**config.mk**
```make
export PLATFORM = sky130hd
export DESIGN_NAME = prism_cfg_sequencer_flat
export DESIGN_NICKNAME = d
export VERILOG_FILES = /design/src/rtl/prism_cfg_sequencer_pkg.sv /design/src/rtl/prism_cfg_sequencer_if.sv /design/src/rtl/prism_cfg_sequencer_fifo.sv /design/src/rtl/prism_cfg_sequencer.sv /design/src/flat_wrapper.sv
export SDC_FILE = /design/constraint.sdc
export NUM_CORES = 1
export LEC_CHECK = 0
export ABC_AREA = 1
export CORE_MARGIN = 3
export CORE_UTILIZATION = 45
export CTS_CLUSTER_SIZE = 28
export DETAILED_ROUTE_END_ITERATION = 7
export DONT_BUFFER_PORTS = 1
export SLEW_MARGIN = 20
export SYNTH_ARGS = -nofsm -noshare
export SYNTH_HDL_FRONTEND = slang
export SYNTH_SLANG_ARGS = --single-unit
```
**constraint.sdc**
```tcl
create_clock -name clk -period 3.7 [get_ports clk]
set_clock_uncertainty 0.05 [all_clocks]
set_input_delay 0.37 -clock clk [delete_from_list [all_inputs] [get_ports clk]]
set_output_delay 0.37 -clock clk [all_outputs]
set_load 0.005 [all_outputs]
```
**src/rtl/prism_cfg_sequencer_pkg.sv**
```systemverilog
`default_nettype none
// ============================================================================
// Module   : prism_cfg_pkg
// Brief    : Shared register map, STATUS layout, FSM encoding and FIFO entry
//            type for the PRISM config sequencer.
// Revision : 1.0 - initial release
// ============================================================================
package prism_cfg_pkg;

    // Host register offsets (byte addresses)
    localparam logic [3:0] REG_LO     = 4'h0;
    localparam logic [3:0] REG_HI     = 4'h4;
    localparam logic [3:0] REG_CTRL   = 4'h8;
    localparam logic [3:0] REG_STATUS = 4'hC;

    // STATUS field positions
    localparam int ST_IDLE_BIT = 0;
    localparam int ST_OVF_BIT  = 1;
    localparam int ST_PERR_BIT = 2;
    localparam int ST_CNT_LSB  = 4;
    localparam int ST_LVL_LSB  = 12;
    localparam int ST_CS_LSB   = 16;

    // Loader offsets: the high word commits the load
    localparam logic [2:0] LD_ADDR_LO = 3'h0;
    localparam logic [2:0] LD_ADDR_HI = 3'h4;

    typedef enum logic [1:0] {
        S_IDLE      = 2'd0,
        S_ISSUED    = 2'd1,
        S_WAIT_BUSY = 2'd2,
        S_WAIT_DONE = 2'd3
    } seq_state_t;

    typedef struct packed {
        logic        hi_flag;
        logic [31:0] data;
    } cfg_entry_t;

    // Rotate-left-by-one then fold both halves of the issued word in
    function automatic logic [15:0] cs_next(input logic [15:0] cs, input logic [31:0] d);
        return {cs[14:0], cs[15]} ^ d[15:0] ^ d[31:16];
    endfunction

endpackage
`default_nettype wire

```
**src/rtl/prism_cfg_sequencer_if.sv**
```systemverilog
`default_nettype none
// ============================================================================
// Module   : prism_cfg_if
// Brief    : Host bus + loader side signals of the PRISM config sequencer.
//            slave = sequencer, master = host/loader environment.
// Revision : 1.0 - initial release
// ============================================================================
interface prism_cfg_if;
    logic        bus_wr;
    logic [3:0]  bus_addr;
    logic [31:0] bus_wdata;
    logic [31:0] bus_rdata;
    logic        ld_write_req;
    logic [2:0]  ld_addr;
    logic [31:0] ld_data;
    logic        ld_busy;

    modport slave (
        input  bus_wr, bus_addr, bus_wdata, ld_busy,
        output bus_rdata, ld_write_req, ld_addr, ld_data
    );

    modport master (
        output bus_wr, bus_addr, bus_wdata, ld_busy,
        input  bus_rdata, ld_write_req, ld_addr, ld_data
    );
endinterface
`default_nettype wire

```
**src/rtl/prism_cfg_sequencer_fifo.sv**
```systemverilog
`default_nettype none
// ============================================================================
// Module   : prism_cfg_fifo
// Brief    : Synchronous FIFO of config entries with push/pop/flush and
//            full/empty/level. A push while full is taken only when a pop
//            frees a slot in the same cycle. Flush has priority over push.
// Revision : 1.0 - initial release
// ============================================================================
module prism_cfg_fifo
    import prism_cfg_pkg::*;
#(
    parameter int DEPTH = 4
) (
    input  wire logic                   clk,
    input  wire logic                   rst,
    input  wire logic                   i_push,
    input  wire cfg_entry_t             i_entry,
    input  wire logic                   i_pop,
    input  wire logic                   i_flush,
    output cfg_entry_t                  o_head,
    output logic                        o_full,
    output logic                        o_empty,
    output logic [$clog2(DEPTH):0]      o_level
);
    localparam int AW = $clog2(DEPTH);
    localparam int LW = AW + 1;

    cfg_entry_t      r_mem [DEPTH];
    logic [AW-1:0]   r_wptr;
    logic [AW-1:0]   r_rptr;
    logic [LW-1:0]   r_level;
    logic            w_pop;
    logic            w_push;

    assign o_full  = (r_level == LW'(DEPTH));
    assign o_empty = (r_level == '0);
    assign o_level = r_level;
    assign o_head  = r_mem[r_rptr];
    assign w_pop   = i_pop && !o_empty;
    assign w_push  = i_push && (!o_full || w_pop);

    // Pointer and occupancy bookkeeping; flush empties the queue at once
    always_ff @(posedge clk) begin
        if (rst || i_flush) begin
            r_wptr  <= '0;
            r_rptr  <= '0;
            r_level <= '0;
        end else begin
            if (w_push) r_wptr <= r_wptr + 1'b1;
            if (w_pop)  r_rptr <= r_rptr + 1'b1;
            if (w_push && !w_pop)      r_level <= r_level + 1'b1;
            else if (!w_push && w_pop) r_level <= r_level - 1'b1;
        end
    end

    // Storage array, no reset needed since empty entries are never read out
    always_ff @(posedge clk) begin
        if (w_push && !i_flush) r_mem[r_wptr] <= i_entry;
    end
endmodule
`default_nettype wire

```
**src/rtl/prism_cfg_sequencer.sv**
```systemverilog
`default_nettype none
// ============================================================================
// Module   : prism_cfg_sequencer
// Brief    : Buffers host config writes in a FIFO and replays them to the
//            PRISM latch loader one at a time, never while it is busy.
//            Optional macro PRISM_CFG_CHECKSUM_EN adds a 16-bit running
//            checksum of issued words in STATUS[31:16].
// Revision : 1.0 - initial release
// ============================================================================
module prism_cfg_sequencer
    import prism_cfg_pkg::*;
#(
    parameter int FIFO_DEPTH = 4,
    parameter int CNT_W      = 8
) (
    input  wire logic   clk,
    input  wire logic   rst,
    prism_cfg_if.slave  bus
);
    seq_state_t                   r_state;
    seq_state_t                   w_state_nxt;
    logic                         r_ld_write_req;
    logic [2:0]                   r_ld_addr;
    logic [31:0]                  r_ld_data;
    logic                         r_ovf;
    logic                         r_perr;
    logic [CNT_W-1:0]             r_load_cnt;

    logic                         w_wr_lo;
    logic                         w_wr_hi;
    logic                         w_flush;
    logic                         w_push;
    logic                         w_pop;
    logic                         w_cnt_inc;
    logic                         w_perr_set;
    logic                         w_ovf_set;
    cfg_entry_t                   w_entry;
    cfg_entry_t                   w_head;
    logic                         w_full;
    logic                         w_empty;
    logic [$clog2(FIFO_DEPTH):0]  w_level;
    logic [4:0]                   w_lvl5;
    logic [3:0]                   w_lvl4;
    logic [15:0]                  w_cs;
    logic [31:0]                  w_status;

    // Host write decode; flush is a one-cycle strobe, nothing to clear later
    assign w_wr_lo   = bus.bus_wr && (bus.bus_addr == REG_LO);
    assign w_wr_hi   = bus.bus_wr && (bus.bus_addr == REG_HI);
    assign w_flush   = bus.bus_wr && (bus.bus_addr == REG_CTRL) && bus.bus_wdata[0];
    assign w_push    = (w_wr_lo || w_wr_hi) && !w_flush;
    assign w_entry   = '{hi_flag: w_wr_hi, data: bus.bus_wdata};
    assign w_ovf_set = w_push && w_full && !w_pop;

    prism_cfg_fifo #(.DEPTH(FIFO_DEPTH)) u_fifo (
        .clk     (clk),
        .rst     (rst),
        .i_push  (w_push),
        .i_entry (w_entry),
        .i_pop   (w_pop),
        .i_flush (w_flush),
        .o_head  (w_head),
        .o_full  (w_full),
        .o_empty (w_empty),
        .o_level (w_level)
    );

    // FSM state register
    always_ff @(posedge clk) begin
        if (rst) r_state <= S_IDLE;
        else     r_state <= w_state_nxt;
    end

    // Next-state and per-cycle actions; a HI word holds off issue until the loader finishes
    always_comb begin
        w_state_nxt = r_state;
        w_pop       = 1'b0;
        w_cnt_inc   = 1'b0;
        w_perr_set  = 1'b0;
        case (r_state)
            S_IDLE: begin
                if (!w_empty && !bus.ld_busy) begin
                    w_pop       = 1'b1;
                    w_state_nxt = S_ISSUED;
                end
            end
            S_ISSUED: begin
                w_state_nxt = (r_ld_addr == LD_ADDR_HI) ? S_WAIT_BUSY : S_IDLE;
            end
            S_WAIT_BUSY: begin
                if (bus.ld_busy) begin
                    w_state_nxt = S_WAIT_DONE;
                end else begin
                    w_perr_set  = 1'b1;
                    w_state_nxt = S_IDLE;
                end
            end
            S_WAIT_DONE: begin
                if (!bus.ld_busy) begin
                    w_cnt_inc   = 1'b1;
                    w_state_nxt = S_IDLE;
                end
            end
            default: w_state_nxt = S_IDLE;
        endcase
    end

    // Loader outputs: one-cycle pulse, address/data held until next issue
    always_ff @(posedge clk) begin
        if (rst) begin
            r_ld_write_req <= 1'b0;
            r_ld_addr      <= 3'h0;
            r_ld_data      <= 32'h0;
        end else begin
            r_ld_write_req <= w_pop;
            if (w_pop) begin
                r_ld_addr <= w_head.hi_flag ? LD_ADDR_HI : LD_ADDR_LO;
                r_ld_data <= w_head.data;
            end
        end
    end

    // Sticky error flags and completed-load counter (counter survives flush)
    always_ff @(posedge clk) begin
        if (rst) begin
            r_ovf      <= 1'b0;
            r_perr     <= 1'b0;
            r_load_cnt <= '0;
        end else begin
            if (w_cnt_inc) r_load_cnt <= r_load_cnt + 1'b1;
            if (w_flush) begin
                r_ovf  <= 1'b0;
                r_perr <= 1'b0;
            end else begin
                if (w_ovf_set)  r_ovf  <= 1'b1;
                if (w_perr_set) r_perr <= 1'b1;
            end
        end
    end

`ifdef PRISM_CFG_CHECKSUM_EN
    logic [15:0] r_cs;

    // Running checksum over every word handed to the loader
    always_ff @(posedge clk) begin
        if (rst || w_flush) r_cs <= 16'h0;
        else if (w_pop)     r_cs <= cs_next(r_cs, w_head.data);
    end
    assign w_cs = r_cs;
`else
    assign w_cs = 16'h0;
`endif

    // Level field saturates at 15 for the 16-deep build
    assign w_lvl5 = 5'(w_level);
    assign w_lvl4 = w_lvl5[4] ? 4'hF : w_lvl5[3:0];

    // STATUS assembly
    always_comb begin
        w_status                          = 32'h0;
        w_status[ST_IDLE_BIT]             = w_empty && (r_state == S_IDLE) && !bus.ld_busy;
        w_status[ST_OVF_BIT]              = r_ovf;
        w_status[ST_PERR_BIT]             = r_perr;
        w_status[ST_CNT_LSB +: 8]         = 8'(r_load_cnt);
        w_status[ST_LVL_LSB +: 4]         = w_lvl4;
        w_status[ST_CS_LSB +: 16]         = w_cs;
    end

    assign bus.bus_rdata    = (bus.bus_addr == REG_STATUS) ? w_status : 32'h0;
    assign bus.ld_write_req = r_ld_write_req;
    assign bus.ld_addr      = r_ld_addr;
    assign bus.ld_data      = r_ld_data;
endmodule
`default_nettype wire

```
**src/flat_wrapper.sv**
```systemverilog
// flat-port wrapper written by rule: the top's interface ports become plain ports
module prism_cfg_sequencer_flat import prism_cfg_pkg::*;
#(
    parameter int FIFO_DEPTH = 4,
    parameter int CNT_W      = 8
)
  (clk, rst, bus_bus_wr, bus_bus_addr, bus_bus_wdata, bus_ld_busy, bus_bus_rdata, bus_ld_write_req, bus_ld_addr, bus_ld_data);
  prism_cfg_if bus_i ();
  input  wire logic clk;
  input  wire logic rst;
  input wire logic [$bits(bus_i.bus_wr)-1:0] bus_bus_wr;
  input wire logic [$bits(bus_i.bus_addr)-1:0] bus_bus_addr;
  input wire logic [$bits(bus_i.bus_wdata)-1:0] bus_bus_wdata;
  input wire logic [$bits(bus_i.ld_busy)-1:0] bus_ld_busy;
  output wire logic [$bits(bus_i.bus_rdata)-1:0] bus_bus_rdata;
  output wire logic [$bits(bus_i.ld_write_req)-1:0] bus_ld_write_req;
  output wire logic [$bits(bus_i.ld_addr)-1:0] bus_ld_addr;
  output wire logic [$bits(bus_i.ld_data)-1:0] bus_ld_data;
  assign bus_i.bus_wr = bus_bus_wr;
  assign bus_i.bus_addr = bus_bus_addr;
  assign bus_i.bus_wdata = bus_bus_wdata;
  assign bus_i.ld_busy = bus_ld_busy;
  assign bus_bus_rdata = bus_i.bus_rdata;
  assign bus_ld_write_req = bus_i.ld_write_req;
  assign bus_ld_addr = bus_i.ld_addr;
  assign bus_ld_data = bus_i.ld_data;
  prism_cfg_sequencer #(.FIFO_DEPTH(FIFO_DEPTH), .CNT_W(CNT_W)) u_core (.clk(clk), .rst(rst), .bus(bus_i));
endmodule
```
Yosys cells after proc, flatten, opt, wreduce, memory -nomap -nowiden
Memories as Yosys holds them, arrays and structs flattened. A register that Yosys moved wholly into a read port is not among the register bits. Cells that the tools add are included.

Flip-flop bits (word level): 55. Memories kept: 1. Word-level logic and storage cells: 75. Memory bits (writable): 132. Bits in latches: 0. Input port bits: 40. Output and inout port bits: 68. Memory bits (read-only): 0.

Bitwise operators: 0. Mux-type cells: 18. $lt $le $gt $ge: 0. Add/subtract/negate cells: 5. Multipliers: 0. Reduce and logical (&&, ||, !) cells: 31. Divide/modulo/power cells: 0. Shift operators: 0. Equality and inequality tests: 10.

Memories: u_core.u_fifo.r_mem (depth 4, bits a word 33, read ports 1, clocked after Yosys merged registers in 1, wr ports 1, line prism_cfg_sequencer_fifo.sv:28) `cfg_entry_t r_mem [DEPTH];`.

Operators with widths (number): $logic_and 1x1->1 (15); $mux 15 (1); $mux 2 (6); $mux 3 (3); $add 8x1->8 const B (1); $eq 4x4->1 const B (2); $pmux 2 s4 (1); $logic_not 1->1 (7); $mux 1 (7); $eq 3x3->1 const B (2); $add 2x1->2 const B (2); $eq 2x2->1 const B (2); $eq 4x3->1 const B (1); $logic_not 4->1 (1); $add 3x1->3 const B (1); $logic_not 3->1 (1); $logic_or 1x1->1 (3); $sub 3x1->3 const B (1); $eq 2x1->1 const B (1); $logic_not 2->1 (1); $ne 2x1->1 const B (1); $ne 2x2->1 const B (1); $reduce_and 2->1 (1); $reduce_bool 2->1 (1); $reduce_or 2->1 (1).

Longest topological paths before layout
Depth in word-level cells: 12. Mapped depth: 13. Mapped depth without buffers: 13.

Hierarchy
A second synthesis with hierarchy kept.

Cells, all modules: 670. Area, all modules: 7521.0 um^2.

By module, submodules not included: prism_cfg_fifo (area an instance 5422.7 um^2, cells each 394, times used 1, seq. area each 4144.0 um^2); prism_cfg_sequencer (area an instance 2098.3 um^2, cells each 276, times used 1, seq. area each 920.9 um^2).

Worst setup path after synthesis
Ideal clock, no wire load.

Path kind: input port to flip-flop. From: in bus_bus_addr[1]. To: mem u_core.u_fifo.r_mem[0][0] (netlist bit) (enable). Data required time: 3.227 ns. Path buffers: 0. Library setup time: 0.423 ns. Arrival time: 2.306 ns. Setup slack: 0.920 ns. Cell stages on the path: 5. Path through: nor2_1 nand2_1 nor2_2 nand2_1 nor2_1.

Cells in the longest elaborated chain, start to end: 9. Elaborated cells on any way between the ends: 14. Those cells by class: 2 x eq/ne; 2 x mux; 10 x reduce/logical.

RTL lines: from (decl) (line flat_wrapper.sv:12) `input wire logic [$bits(bus_i.bus_addr)-1:0] bus_bus_addr;`; $eq 4x4->1 (line prism_cfg_sequencer.sv:50) `assign w_flush = bus.bus_wr && (bus.bus_addr == REG_CTRL) && bus.bus_wdata[0];`; $logic_and 1x1->1 (2 in a row) (line prism_cfg_sequencer.sv:50); $logic_not 1->1 (line prism_cfg_sequencer_fifo.sv:58, prism_cfg_sequencer.sv:51); $logic_and 1x1->1 (line prism_cfg_sequencer.sv:51) `assign w_push = (w_wr_lo || w_wr_hi) && !w_flush;`; $logic_and 1x1->1 (line prism_cfg_sequencer_fifo.sv:40) `assign w_push = i_push && (!o_full || w_pop);`; $logic_and 1x1->1 (*) (line prism_cfg_sequencer_fifo.sv:58) `if (w_push && !i_flush) r_mem[r_wptr] <= i_entry;`; $mux 1 (*) (line prism_cfg_sequencer_fifo.sv:58); $mux 1 (not written as such) (*) (line prism_cfg_sequencer_fifo.sv:58); to (decl) (line prism_cfg_sequencer_fifo.sv:28).

Every way passes the cells marked *; elsewhere a longest branch is shown, timed or not.

Final worst setup path
From: reg u_core.r_state[0]. To: mem u_core.u_fifo.r_mem[1][21] (netlist bit) (enable).

Cells in the longest elaborated chain, start to end: 8.

RTL lines: from (decl) (line prism_cfg_sequencer.sv:20) `seq_state_t r_state;`; from (signal assigned) (line prism_cfg_sequencer.sv:71) `else r_state <= w_state_nxt;`; $logic_not 2->1 (line prism_cfg_sequencer.sv:80) `case (r_state)`; $mux 1 (line prism_cfg_sequencer.sv:80); $logic_and 1x1->1 (line prism_cfg_sequencer_fifo.sv:39) `assign w_pop = i_pop && !o_empty;`; $logic_or 1x1->1 (line prism_cfg_sequencer_fifo.sv:40); $logic_and 1x1->1 (line prism_cfg_sequencer_fifo.sv:40); $logic_and 1x1->1 (line prism_cfg_sequencer_fifo.sv:58); $mux 1 (line prism_cfg_sequencer_fifo.sv:58); $mux 1 (not written as such) (line prism_cfg_sequencer_fifo.sv:58).

No other way between the ends.

==> results.md <==
- Slew Viols, Final: 0
- Clock Sinks: roughly 190
- Data arrival time of the worst path: 2.45 ns
- Hold Path End: u_core.r_load_cnt[2]
- Final hold viol count: 0
- Fin crit period: 2.35 ns
- Setup repair after global routing missed its margin: false
- Share of the synthesized area in the top cell type: 52.7%
- Chip width: roughly 140 um
- CP Capture Type: register
- Final hold slack: around 0.044 ns
- Number of warning messages in the yosys log: 0
- Starting DRT DRC Count: 322
- Starting utilization of the core area: 46.6%
- I/O pin count: roughly 110
- Share of the clock period used by the worst path: 63.6%
- Final-layout fill cell count: between 1000 and 1500
- Most instantiated library cell after synthesis: nor2_1
- Maximum Capacitance Violations: 0
- Residual antenna-violating net count after detailed routing: 0
- Synth top area cells: edfxtp_1, dfxtp_1, nor2_1
- Setup WS pre-CTS: about 1.1 ns
- Reg2Reg Setup Slack: 1.35 ns
- Total core area: ~16000 um^2
- Worst-case vdd ir drop: roughly 0.00059 V
- Grt total ovfl: 0
- H-tree depth: 4
- Run status: complete, no violations
- Number of vias in the routed layout: between 4000 and 5000
- Critical-path maximum fanout: 26
- Total half-perimeter wirelength after legalization and detailed placement: approximately 8900 um
- TritonCTS Buffers: 17
- Number of flops mapped to enable cells by yosys: 132
- TritonCTS clock tree: built
- Vertical extent of the die: 135 um
- Length of routed wiring on met1: 6510 um
- Buffers from clock root to sink, at most: 2
- Worst min-delay path class: input pin to register
- Number of cells traversed by the worst register-to-register path: 6
- Multi-input gate area: 2060 um^2
- Wire length on met3: 1060 um
- Number of setup violations in the final report: 0
- Initial antenna violation count: 1
- Clock network latency to the later pin of the worst-skew pair: ~0.43 ns
- Final routed DRC violation total: 0
- Worst-case headroom to the max-slew limit: 30.2%
- Accumulated negative setup slack: 0 ns
- Final worst-path setup slack: 1.35 ns
- Full die area: 18300 um^2
- Number of detailed-route iterations in the first pass: 5
- Measured slew at the worst slew-check pin: 1.04 ns
- Quantity of I/O buffers inserted on ports: 0
- Peak Freq: 425 MHz
- Clock Root Buffer: clkbuf_16
- Net count of the finished layout: 791
- Type of the worst setup path: register to register
- Share of layout cells above drive strength 1: 6.87%
- Wire length after detailed routing: 15000 um
- List of most frequent post-synthesis cells: nor2_1, edfxtp_1, nand2_1, o21ai_0, dfxtp_1
- Global-route total usage across every layer: 17.1%
- Number of instances on the worst hold path: 2
- Standard-cell row count: 46
- Post-synthesis area per instance: 10.4 um^2
- Clock-pin slew reported for the worst setup and hold paths after clock tree synthesis: 0.07 ns
- Source of the worst hold timing path: rst
- Gate count of the mapped netlist: slightly above 700
- Amount of wire on met2 after detailed routing: just over 7000 um
- Number of vias per cell after detailed routing: about 5.0
- Wire per inst: approximately 15 um
- First-pass GRT wire length: 24100 um
- Number of instances resized during post-cts repair: 0
- Synthesized flop and latch total: 187
- FF-to-FF End: u_core.u_fifo.r_mem[1][21]
- Vias in the first global route: 4719
- Ys async rst share: 0%
- Category of the worst setup path launch point: register
- Critical Path RT: 3.79 ns
- Most used flip-flop cell after synthesis: edfxtp_1
- Cell type with the highest aggregate area in the netlist: edfxtp_1
- Post-synthesis sequential area ratio: between 60% and 70%
- Seq. cell area: around 5000 um^2
- Top layer reached by signal wires: met4
- Reg-to-Reg Start: u_core.r_state[0]
- Pin count of the biggest net entering global routing: 67
- Total standard cell area after synthesis: about 7500 um^2
- Leak pwr: between 3 and 4 nW
- Area Growth Syn to Fin: 12.7%
- PwrDens: 644 nW/um^2
- Post-synthesis cell type count: 30
- Routability Congestion: 0.749
==> state kept, by name, indices dropped and copies added, names as in the netlist, named ones only <==
signal / flops
u_core.u_fifo.r_mem: 132
u_core.bus.ld_data: 32
u_core.r_load_cnt: 8
u_core.u_fifo.o_level: 3
u_core.r_state: 2
u_core.u_fifo.r_rptr: 2
u_core.u_fifo.r_wptr: 2
u_core.bus.ld_addr: 1
u_core.bus.ld_write_req: 1
u_core.r_ovf: 1
u_core.r_perr: 1
==> routing by layer <==
metal | vias up | track usage, %
li1 | 2411 | -
met1 | 2249 | 21.8
met2 | 139 | 28.0
met3 | 24 | 5.20
met4 | 0 | 5.88
met5 | - | 0
==> worst max-delay path by stage <==
stage,startpoint,end,cells after the start
after CTS,u_core.r_state[0],u_core.u_fifo.r_mem[1][21],6
final,u_core.r_state[0],u_core.u_fifo.r_mem[1][21],6
after global placement,bus_bus_addr[1],u_core.u_fifo.r_mem[1][23],6
after floorplan,bus_bus_addr[1],u_core.u_fifo.r_mem[0][0],5
after detailed placement,bus_bus_addr[1],u_core.u_fifo.r_mem[1][22],6
after global routing,u_core.r_state[0],u_core.u_fifo.r_mem[1][23],6
==> critical path: stages (launching register included) <==
cell and delay (ns):
dfxtp_1 0.35, nor2_2 0.12, nand2_2 0.08, nand2_1 0.12, nand2_1 0.28, nor2_4 0.77, buf_4 0.30
==> power by group <==
part / total, mW / leakage, nW / switching [mW] / internal [mW]
clock network: 1.72 / 0.273 / 0.737 / 0.988
logic: 1.08 / 1.17 / 0.748 / 0.329
registers: 2.65 / 1.64 / 0.194 / 2.46
==> cell type report <==
class	count	share of cell area [%]
Clock inverter	9	1.06
Multi-Input combinational cell	465	24.3
Inverter	36	1.64
Timing Repair Buffer	37	4.25
Sequential cell	187	59.8
Tap cell	216	3.19
Antenna cell	1	0.0295
Clock buffer	23	5.66
==> placed cells by master (no fill, tap or decap), types with 3 or more instances in the layout <==
cell type and instances:
clkinv_2 3, clkinv_4 3, dfxtp_1 53, edfxtp_1 132, clkbuf_16 18, o21ai_1 42, clkbuf_1 4, o21ai_0 62
inv_1 29, dlygate4sd3_1 33, conb_1 20, inv_2 5, a21oi_1 12, nor2_2 3, buf_4 4, nand2_1 62
nand3_1 9, ha_1 6, nor2_1 230, nand4_1 3, nor2_4 4
==> kinds of logic after synthesis <==
kind of cell | Yosys count | share of synthesized area (%)
AND/OR/NAND/NOR | 317 | 16.5
other | 1 | 0.0499
XOR/XNOR | 2 | 0.233
buffers and inverters | 89 | 6.51
AO/OA/AOI/OAI | 119 | 8.06
adder cells (fa/ha/maj) | 7 | 1.27
flip-flops | 187 | 67.4
==> per-stage QoR <==
stage	utilization, %	instances	cell area, um^2	power, mW
detailed placement	47.0	908	7570	3.74
floorplan	-	741	7590	3.58
global route	52.6	974	8470	5.79
CTS	52.5	973	8470	5.52
finish	52.6	974	8470	5.46
global placement	47.0	908	7570	3.72
==> repair_timing <==
action | in CTS | in global routing
setup endpoints to repair | 0 | 0
endpoints found under the hold margin | 131 | 0
setup buffers | 0 | 0
hold buffers | 33 | 0
No activity file was read; power rests on OpenSTA's default activity.
